## src/rtl/grn_sim_ctrl.sv

```systemverilog
// Run controller for a dual-copy gene regulatory network simulator: steps a
// tortoise/hare pair until they meet, then measures the attractor period.
module grn_sim_ctrl #(
  parameter int N         = 8,
  parameter int CNT_W     = 16,
  parameter int MAX_STEPS = 1000
) (
  input  logic             clk,
  input  logic             rst,
  input  logic             start,
  input  logic             abort,
  input  logic [N-1:0]     cfg_init,
  input  logic [N-1:0]     s0_vec,
  input  logic [N-1:0]     s1_vec,
  output logic             reset_nos,
  output logic             start_s0,
  output logic             start_s1,
  output logic [N-1:0]     init_state,
  output logic             busy,
  output logic             res_valid,
  input  logic             res_ready,
  output logic [CNT_W-1:0] res_steps,
  output logic [CNT_W-1:0] res_period,
  output logic             res_timeout,
  output logic [2:0]       state_dbg
);

  typedef enum logic [2:0] {
    IDLE   = 3'd0,
    LOAD   = 3'd1,
    RUN    = 3'd2,
    PERIOD = 3'd3,
    DONE   = 3'd4
  } state_t;

  localparam logic [CNT_W-1:0] MAX_CNT = CNT_W'(MAX_STEPS);
  localparam logic [CNT_W-1:0] ONE     = CNT_W'(1);

  state_t           state, state_nxt;
  logic [CNT_W-1:0] step_cnt, step_nxt;
  logic [CNT_W-1:0] per_cnt, per_nxt;
  logic [N-1:0]     init_nxt;
  logic [CNT_W-1:0] res_steps_nxt, res_period_nxt;
  logic             res_timeout_nxt;
  logic             vec_eq, meet, peq;

  // Tortoise only moves on alternate strobes, so the copies can only be
  // compared meaningfully after an even, non-zero number of hare steps.
  assign vec_eq = (s0_vec == s1_vec);
  assign meet   = (step_cnt != '0) && !step_cnt[0] && vec_eq;
  assign peq    = (per_cnt != '0) && vec_eq;

  // Result handshake: res_valid is high only in DONE; the result transfers on
  // the cycle res_valid && res_ready, and res_* / init_state stay frozen until then.
  assign res_valid = (state == DONE);
  assign busy      = (state != IDLE);
  assign state_dbg = state;

  always_ff @(posedge clk) begin
    if (rst) begin
      state       <= IDLE;
      step_cnt    <= '0;
      per_cnt     <= '0;
      init_state  <= '0;
      res_steps   <= '0;
      res_period  <= '0;
      res_timeout <= 1'b0;
    end else begin
      state       <= state_nxt;
      step_cnt    <= step_nxt;
      per_cnt     <= per_nxt;
      init_state  <= init_nxt;
      res_steps   <= res_steps_nxt;
      res_period  <= res_period_nxt;
      res_timeout <= res_timeout_nxt;
    end
  end

  always_comb begin
    state_nxt       = state;
    step_nxt        = step_cnt;
    per_nxt         = per_cnt;
    init_nxt        = init_state;
    res_steps_nxt   = res_steps;
    res_period_nxt  = res_period;
    res_timeout_nxt = res_timeout;
    reset_nos       = 1'b0;
    start_s0        = 1'b0;
    start_s1        = 1'b0;
    // Strobes are suppressed while rst is high; the register block ignores
    // the next-state values in that cycle anyway.
    if (!rst) begin
      case (state)
        IDLE: begin
          if (start) begin
            init_nxt  = cfg_init;
            step_nxt  = '0;
            per_nxt   = '0;
            state_nxt = LOAD;
          end
        end
        LOAD: begin
          if (abort) begin
            state_nxt = IDLE;
          end else begin
            reset_nos = 1'b1;
            state_nxt = RUN;
          end
        end
        RUN: begin
          if (abort) begin
            state_nxt = IDLE;
          end else if (meet) begin
            res_steps_nxt = step_cnt;
            per_nxt       = '0;
            state_nxt     = PERIOD;
          end else if (step_cnt >= MAX_CNT) begin
            res_steps_nxt   = step_cnt;
            res_period_nxt  = '0;
            res_timeout_nxt = 1'b1;
            state_nxt       = DONE;
          end else begin
            start_s0 = 1'b1;
            start_s1 = 1'b1;
            step_nxt = step_cnt + ONE;
          end
        end
        PERIOD: begin
          if (abort) begin
            state_nxt = IDLE;
          end else if (peq) begin
            res_period_nxt  = per_cnt;
            res_timeout_nxt = 1'b0;
            state_nxt       = DONE;
          end else if (per_cnt >= MAX_CNT) begin
            res_period_nxt  = '0;
            res_timeout_nxt = 1'b1;
            state_nxt       = DONE;
          end else begin
            start_s1 = 1'b1;
            per_nxt  = per_cnt + ONE;
          end
        end
        DONE: begin
          if (res_ready) state_nxt = IDLE;
        end
        default: state_nxt = IDLE;
      endcase
    end
  end

endmodule
```

## config.mk

```make
export PLATFORM = sky130hd
export DESIGN_NAME = grn_sim_ctrl
export DESIGN_NICKNAME = d
export VERILOG_FILES = /design/src/rtl/grn_sim_ctrl.sv
export SDC_FILE = /design/constraint.sdc
export NUM_CORES = 1
export LEC_CHECK = 0
export CAP_MARGIN = 20
export CORE_MARGIN = 2
export CORE_UTILIZATION = 49
export CTS_CLUSTER_DIAMETER = 60
export CTS_CLUSTER_SIZE = 25
export DETAILED_ROUTE_END_ITERATION = 10
export MAX_ROUTING_LAYER = met4
export PLACE_DENSITY = 0.83
export SYNTH_ARGS = -nofsm -noshare
export SYNTH_HDL_FRONTEND = slang
export SYNTH_SLANG_ARGS = --single-unit
```

## constraint.sdc

```tcl
create_clock -name clk -period 3.15 [get_ports clk]
set_input_delay 0.4725 -clock clk [delete_from_list [all_inputs] [get_ports clk]]
set_output_delay 0.4725 -clock clk [all_outputs]
set_load 0.01 [all_outputs]
```

==> flow_metrics.env, run 1 <==
export IMPL_worstSetupPathType="flop to primary output"
export IMPL_clk_pin_slew_ns=0.07
export IMPL_cpMaxStageDelayCell="or4b_1"
export IMPL_cts_buffers=9
export IMPL_place_ws_ns=0.0440
export IMPL_synth_edf_count=0
export IMPL_ys_seq_elements=76
export IMPL_reg2reg_to="per_cnt[8]"
export IMPL_ff2ff_setup_slack_ns=0.52
export IMPL_port_buffers=77
export IMPL_dp_hpwl_mm=5.51
export IMPL_yosysWarnings=0
export IMPL_holdPathStages=2
export IMPL_hold_viol_final=0
export IMPL_cts_tree="yes"
export IMPL_fin_cells=522
export IMPL_synth_top_area_share_pct=46.5
export IMPL_powerDensity_nw_per_um2=448
export IMPL_setup_viol=0
export IMPL_die_area_um2=7350
export IMPL_syn_avg_cell_area_um2=9.11
export IMPL_yosysMostFrequentCell="dfxtp_1"
export IMPL_leakagePower_nw=1.69
export IMPL_maxSlewViolCount=0
export IMPL_synth_ff_type="dfxtp_1"
export IMPL_setup_ws_ns=0.186
export IMPL_synth_area_leaders="dfxtp_1 (47%), mux2i_1 (4.9%), nor2_1 (4.6%)"
export IMPL_yosysSeqAreaShare_pct=46.5
export IMPL_worstPathArrival_ns=2.49
export IMPL_root_buffer="clkbuf_8"
export IMPL_clkLatencyLatePin_ns=0.36
export IMPL_critPathBufInv=2
export IMPL_start_util_pct=51.2
export IMPL_drtIter0Drc=140
export IMPL_worstPathRequired_ns=2.68
export IMPL_grt_pass1_wl_mm=12.8
export IMPL_ioPinCount=78
export IMPL_die_h_um=85.7
export IMPL_hold_class="flop to flop"
export IMPL_place_inst=506
export IMPL_final_layout_size_suffix_gt1_share_pct=8.99
export IMPL_gr_total_overflow=0
export IMPL_syn_area_um2=3270
export IMPL_async_flop_share_pct=0
export IMPL_crit_path_end_kind="primary output"
export IMPL_ant_nets=0
export IMPL_track_usage_pct=22.5
export IMPL_dr_pass1_iters=4
export IMPL_cts_sinks=76
export IMPL_timing_rr_start="per_cnt[1]"
export IMPL_core_area_um2=6390
export IMPL_cp_cell_sequence="inv_1 -> ha_1 -> or4b_1 -> nor3_1 -> a41o_1 -> or2_1 -> nand3_1 -> a2111oi_2 -> clkbuf_2"
export IMPL_diodes=0
export IMPL_outcome="complete, no violations"
export IMPL_antenna_found_initial=0
export IMPL_vias=2930
export IMPL_ys_types=53
export IMPL_syn_num_nets=392
export IMPL_ir_drop_uv=331
export IMPL_vias_per_cell=5.61
export IMPL_grt_max_degree=42
export IMPL_crit_path_max_fanout=2
export IMPL_grt_pass1_vias=2794
export IMPL_path_delay_family="simple AND/OR/NAND/NOR gates"
export IMPL_fmax_mhz=337
export IMPL_fillers=516
export IMPL_max_slew_margin_rel_pct=50.6
export IMPL_netlist_instances=359
export IMPL_row_count=29
export IMPL_area_growth_pct=33.0
export IMPL_final_nets=473
export IMPL_worst_r2r_cell_count=9
export IMPL_synth_common_cells="dfxtp_1 (76), nor2_1 (40), nand2_1 (31), a21oi_1 (23), mux2i_1 (16)"
export IMPL_slowest_delay_ns=0.44
export IMPL_routabilityCongestion=0.900
export IMPL_drcViolationCount=0
export IMPL_cap_viol_max_count=0
export IMPL_timing_final_crit_share_pct=94.1
export IMPL_worst_clock_skew_ns=0.0101
export IMPL_clockBufferDepth=2
export IMPL_cts_htree_levels=3
export IMPL_finalWirelength_mm=7.64
export IMPL_hold_ws_ns=0.460
export IMPL_worst_slew_pin_slew_ns=0.737
export IMPL_critPathLaunchType="flop"
export IMPL_multi_input_area_um2=1610
export IMPL_cts_hold_buf=0
export IMPL_synth_top_cell_by_area="dfxtp_1"
export IMPL_seq_area_um2=1520
export IMPL_die_w_um=85.7
export IMPL_post_route_min_period_ns=2.96
export IMPL_wire_per_inst_um=14.6
export IMPL_holdPathEnd="init_state[5]"
export IMPL_worstHoldStart="init_state[5]"
export IMPL_critPathLaunch="step_cnt[1]"
-- cells in the final DEF (no fill, tap or decap), types with 2 or more instances in the layout --
cell	n
dfxtp_1	76
clkdlybuf4s50_1	75
nor2_1	40
nand2_1	31
a21oi_1	23
mux2i_1	16
and2_1	14
buf_4	14
xor2_1	13
a22o_1	12
nor3_1	11
clkbuf_8	10
inv_1	9
nand4_1	9
o21ai_0	9
o21ai_1	7
nor4_1	6
nand3_1	6
o211ai_1	4
or3_1	4
a31oi_1	4
ha_1	4
and3_1	3
a211oi_1	3
nor3b_1	2
or4b_1	2
o21ba_2	2
or2_2	2
o21a_1	2
o31a_1	2
clkbuf_1	2
bufinv_16	2
-- worst max-delay path by stage --
stage	to	depth (start not counted)	slack, ns
finish	start_s1	9	0.19
detailed placement	start_s1	8	0.04
CTS	start_s1	9	0.04
floorplan	start_s1	10	0.22
global route	start_s1	9	-0.01
global placement	start_s1	9	0.1
-- state kept, by name (all words and copies together) (netlist names) --
name	flops
state_dbg	3
res_period	16
init_state	8
per_cnt	16
res_steps	16
step_cnt	16
res_timeout	1
-- through the flow --
| stage | total power, mW | TNS (ns) | area, um^2 | util, % |
|---|---|---|---|---|
| 6_report | 1.95 | 0 | 4350 | 68.1 |
| 5_1_grt | 2.01 | -0.0123 | 4350 | 68.1 |
| 2_1_floorplan | 1.07 | 0 | 3270 | - |
| 3_5_place_dp | 1.15 | 0 | 4130 | 64.7 |
| 4_1_cts | 1.96 | 0 | 4350 | 68.1 |
| 3_3_place_gp | 1.14 | 0 | 4130 | 64.7 |
-- report_power, final --
group	internal [mW]	switching (mW)
clock network	0.467	0.356
logic	0.0734	0.0751
registers	0.969	0.00764
total	1.51	0.439
-- tightest hold or removal path, stage by stage, from the launching register on --
cell     delay, ns
dfxtp_1       0.31
nand2_1       0.05
a21oi_1       0.05
-- final cells by class --
cell class | instances | area share, %
Timing Repair Buffer | 91 | 20.1
Clock inverter | 4 | 1.67
Multi-Input combinational cell | 253 | 37.0
Tap cell | 77 | 2.21
Clock buffer | 12 | 3.34
Inverter | 9 | 0.776
Sequential cell | 76 | 35.0
-- metal layers --
| metal | global-route usage, % | up-vias | part of all wire [%] |
|---|---|---|---|
| met5 | - | - | 0 |
| met4 | 14.6 | 0 | 3.2 |
| met3 | 2.69 | 23 | 3.4 |
| met2 | 36.6 | 81 | 50 |
| met1 | 26.3 | 1384 | 43 |
| li1 | - | 1442 | - |
-- kinds of logic after synthesis --
logic type,Yosys count,share of synthesized area (%)
AOI/OAI and AO/OA,81,17.7
buffers and inverters,30,4.51
xor gates and xnor gates,14,3.75
muxes,16,4.89
adders and majority gates,4,1.53
and+or+nand+nor,138,21.1
DFF,76,46.5
-- what timing repair did --
action	CTS	global route
resized for setup	1	6
buffers inserted	0	0
hold endpoints to repair	0	0
setup endpoints to repair	1	2
Note: power is estimated with default switching activity, not from simulation.
==> run 2: changes to the inputs <==
Settings changed: CAP_MARGIN 20 to not set.
==> results of run 2 <==
The final DEF is identical to that of run 1; final timing and power are the same.
==> run 3: changes to the inputs <==
==> constraint.sdc (replaced) <==
create_clock -name clk -period 3.15 [get_ports clk]
set_input_delay 0.945 -clock clk [delete_from_list [all_inputs] [get_ports clk]]
set_output_delay 0.945 -clock clk [all_outputs]
set_load 0.01 [all_outputs]
==> flow_metrics.env, run 3 (synthesis gave the netlist of run 1 again) <==
export IMPL_diodes=0
export IMPL_maxSlewViolCount=0
export IMPL_finalWirelength_mm=8.41
export IMPL_hold_class="flop to flop"
export IMPL_ir_drop_uv=314
export IMPL_placed_area_um2=4330
export IMPL_cts_tree="yes"
export IMPL_die_area_um2=7350
export IMPL_holdPathEnd="init_state[3]"
export IMPL_worstHoldStart="init_state[3]"
export IMPL_clkLatencyLatePin_ns=0.35
export IMPL_worst_clock_skew_ns=0.00552
export IMPL_grt_pass1_vias=3080
export IMPL_power_mw=1.95
export IMPL_ioPinCount=78
export IMPL_fillers=481
export IMPL_fin_setup_tns_ns=-0.461
export IMPL_outcome="complete, but fails checks"
export IMPL_clk_pin_slew_ns=0.07
export IMPL_timing_final_crit_share_pct=109
export IMPL_cts_buffers=9
export IMPL_row_count=29
export IMPL_area_growth_pct=40.4
export IMPL_fin_area_um2=4590
export IMPL_worst_r2r_cell_count=13
export IMPL_vias=3055
export IMPL_utilization_pct=71.9
export IMPL_die_w_um=85.7
export IMPL_worstSetupPathType="flop to primary output"
export IMPL_gr_total_overflow=0
export IMPL_ant_nets=0
export IMPL_worstPathRequired_ns=2.20
export IMPL_layout_commonest_cell="dfxtp_1"
export IMPL_final_layout_size_suffix_gt1_share_pct=17.0
export IMPL_root_buffer="clkbuf_8"
export IMPL_layout_common_cells="dfxtp_1 (74), clkdlybuf4s50_1 (58), nor2_1 (40), buf_4 (40), nand2_1 (30)"
export IMPL_hold_viol_final=0
export IMPL_setup_ws_ns=-0.287
export IMPL_critPathBufInv=2
export IMPL_max_slew_margin_rel_pct=49.4
export IMPL_routabilityCongestion=0.890
export IMPL_worst_slew_pin_slew_ns=0.756
export IMPL_holdPathStages=2
export IMPL_wire_per_inst_um=15.3
export IMPL_final_nets=500
export IMPL_slowest_delay_ns=0.46
export IMPL_drcViolationCount=0
export IMPL_path_delay_family="simple AND/OR/NAND/NOR gates"
export IMPL_critPathLaunch="step_cnt[1]"
export IMPL_die_h_um=85.7
export IMPL_cap_viol_max_count=0
export IMPL_cts_htree_levels=3
export IMPL_start_util_pct=51.2
export IMPL_vias_per_cell=5.57
export IMPL_leakagePower_nw=1.85
export IMPL_port_buffers=77
export IMPL_worstPathArrival_ns=2.49
export IMPL_crit_path_max_fanout=2
export IMPL_fmax_mhz=291
export IMPL_cpMaxStageDelayCell="or4b_4"
export IMPL_cts_sinks=76
export IMPL_core_area_um2=6390
export IMPL_grt_pass1_wl_mm=14.1
export IMPL_cp_cell_sequence="inv_2 -> ha_4 -> or4b_4 -> nor3_4 -> a41o_1 -> or2_1 -> nand3_2 -> a2111oi_4 -> buf_2"
export IMPL_dr_pass1_iters=4
export IMPL_drtIter0Drc=107
export IMPL_track_usage_pct=25.0
export IMPL_crit_path_end_kind="primary output"
export IMPL_setup_viol=2
export IMPL_rsz0062_at_grt="true"
export IMPL_antenna_found_initial=0
export IMPL_timing_rr_start="step_cnt[1]"
export IMPL_powerDensity_nw_per_um2=423
export IMPL_grt_max_degree=42
export IMPL_reg2reg_to="res_steps[1]"
export IMPL_ff2ff_setup_slack_ns=0.28
export IMPL_dp_hpwl_mm=5.95
export IMPL_violations="setup timing"
export IMPL_crit_cells=9
export IMPL_critPathLaunchType="flop"
export IMPL_clockBufferDepth=2
export IMPL_post_route_min_period_ns=3.44
==> run 3: cell types whose count changed in the layout (fill, tap and decap cells not counted), sizes merged <==
cell	before	now
clkbuf	13	11
clkdlybuf4s50	75	58
dlymetal6s2s	1	0
buf	14	44
clkinvlp	1	0
dlygate4sd2	0	16
clkinv	1	2
==> run 3: timing repair <==
item | CTS | global route
gates resized for setup | 42 | 2
pin swaps | 17 | 6
endpoints found under the setup margin | 3 | 3
buffers inserted | 2 | 1
hold buffers | 0 | 0
==> run 3: where the power goes <==
group / internal [mW] / switching [mW]
clock: 0.464 / 0.344
combinational: 0.0787 / 0.0847
sequential: 0.969 / 0.00477
total: 1.51 / 0.433
==> run 3: metal layers <==
layer | part of all wire (%) | global-route usage [%]
met1 | 42 | 27.9
met2 | 51 | 41.6
met3 | 3.5 | 4.91
met4 | 3.8 | 14.7
met5 | 0 | -
==> run 3: worst max path at each step <==
stage / to / slack (ns)
3_3_place_gp: start_s1 / -0.80
3_5_place_dp: start_s1 / -0.83
5_1_grt: start_s1 / -0.41
6_report: start_s1 / -0.29
2_1_floorplan: start_s1 / 0.004
4_1_cts: start_s1 / -0.28
==> run 3: final cells by class <==
type	count	area, um^2	area share [%]
clock buffers	11	141	3.08
clock inverters	4	73.8	1.61
inverters	9	33.8	0.735
multi-input cells	253	1680	36.5
flip-flops and latches	76	1520	33.2
well taps	77	96.3	2.10
repair buffers	118	1050	22.8
==> run 3: worst min-delay path, stage by stage, from the launching register on <==
cell and delay (ns):
dfxtp_1 0.31, nand2_1 0.05, a21oi_1 0.05
==> run 3: stage by stage <==
step | setup slack, ns | instances | hold slack (ns)
after floorplan | 0.00438 | 359 | 0.446
after detailed placement | -0.826 | 530 | 0.446
final | -0.287 | 548 | 0.455
after global routing | -0.411 | 548 | 0.487
after global placement | -0.802 | 530 | 0.442
after CTS | -0.283 | 547 | 0.456
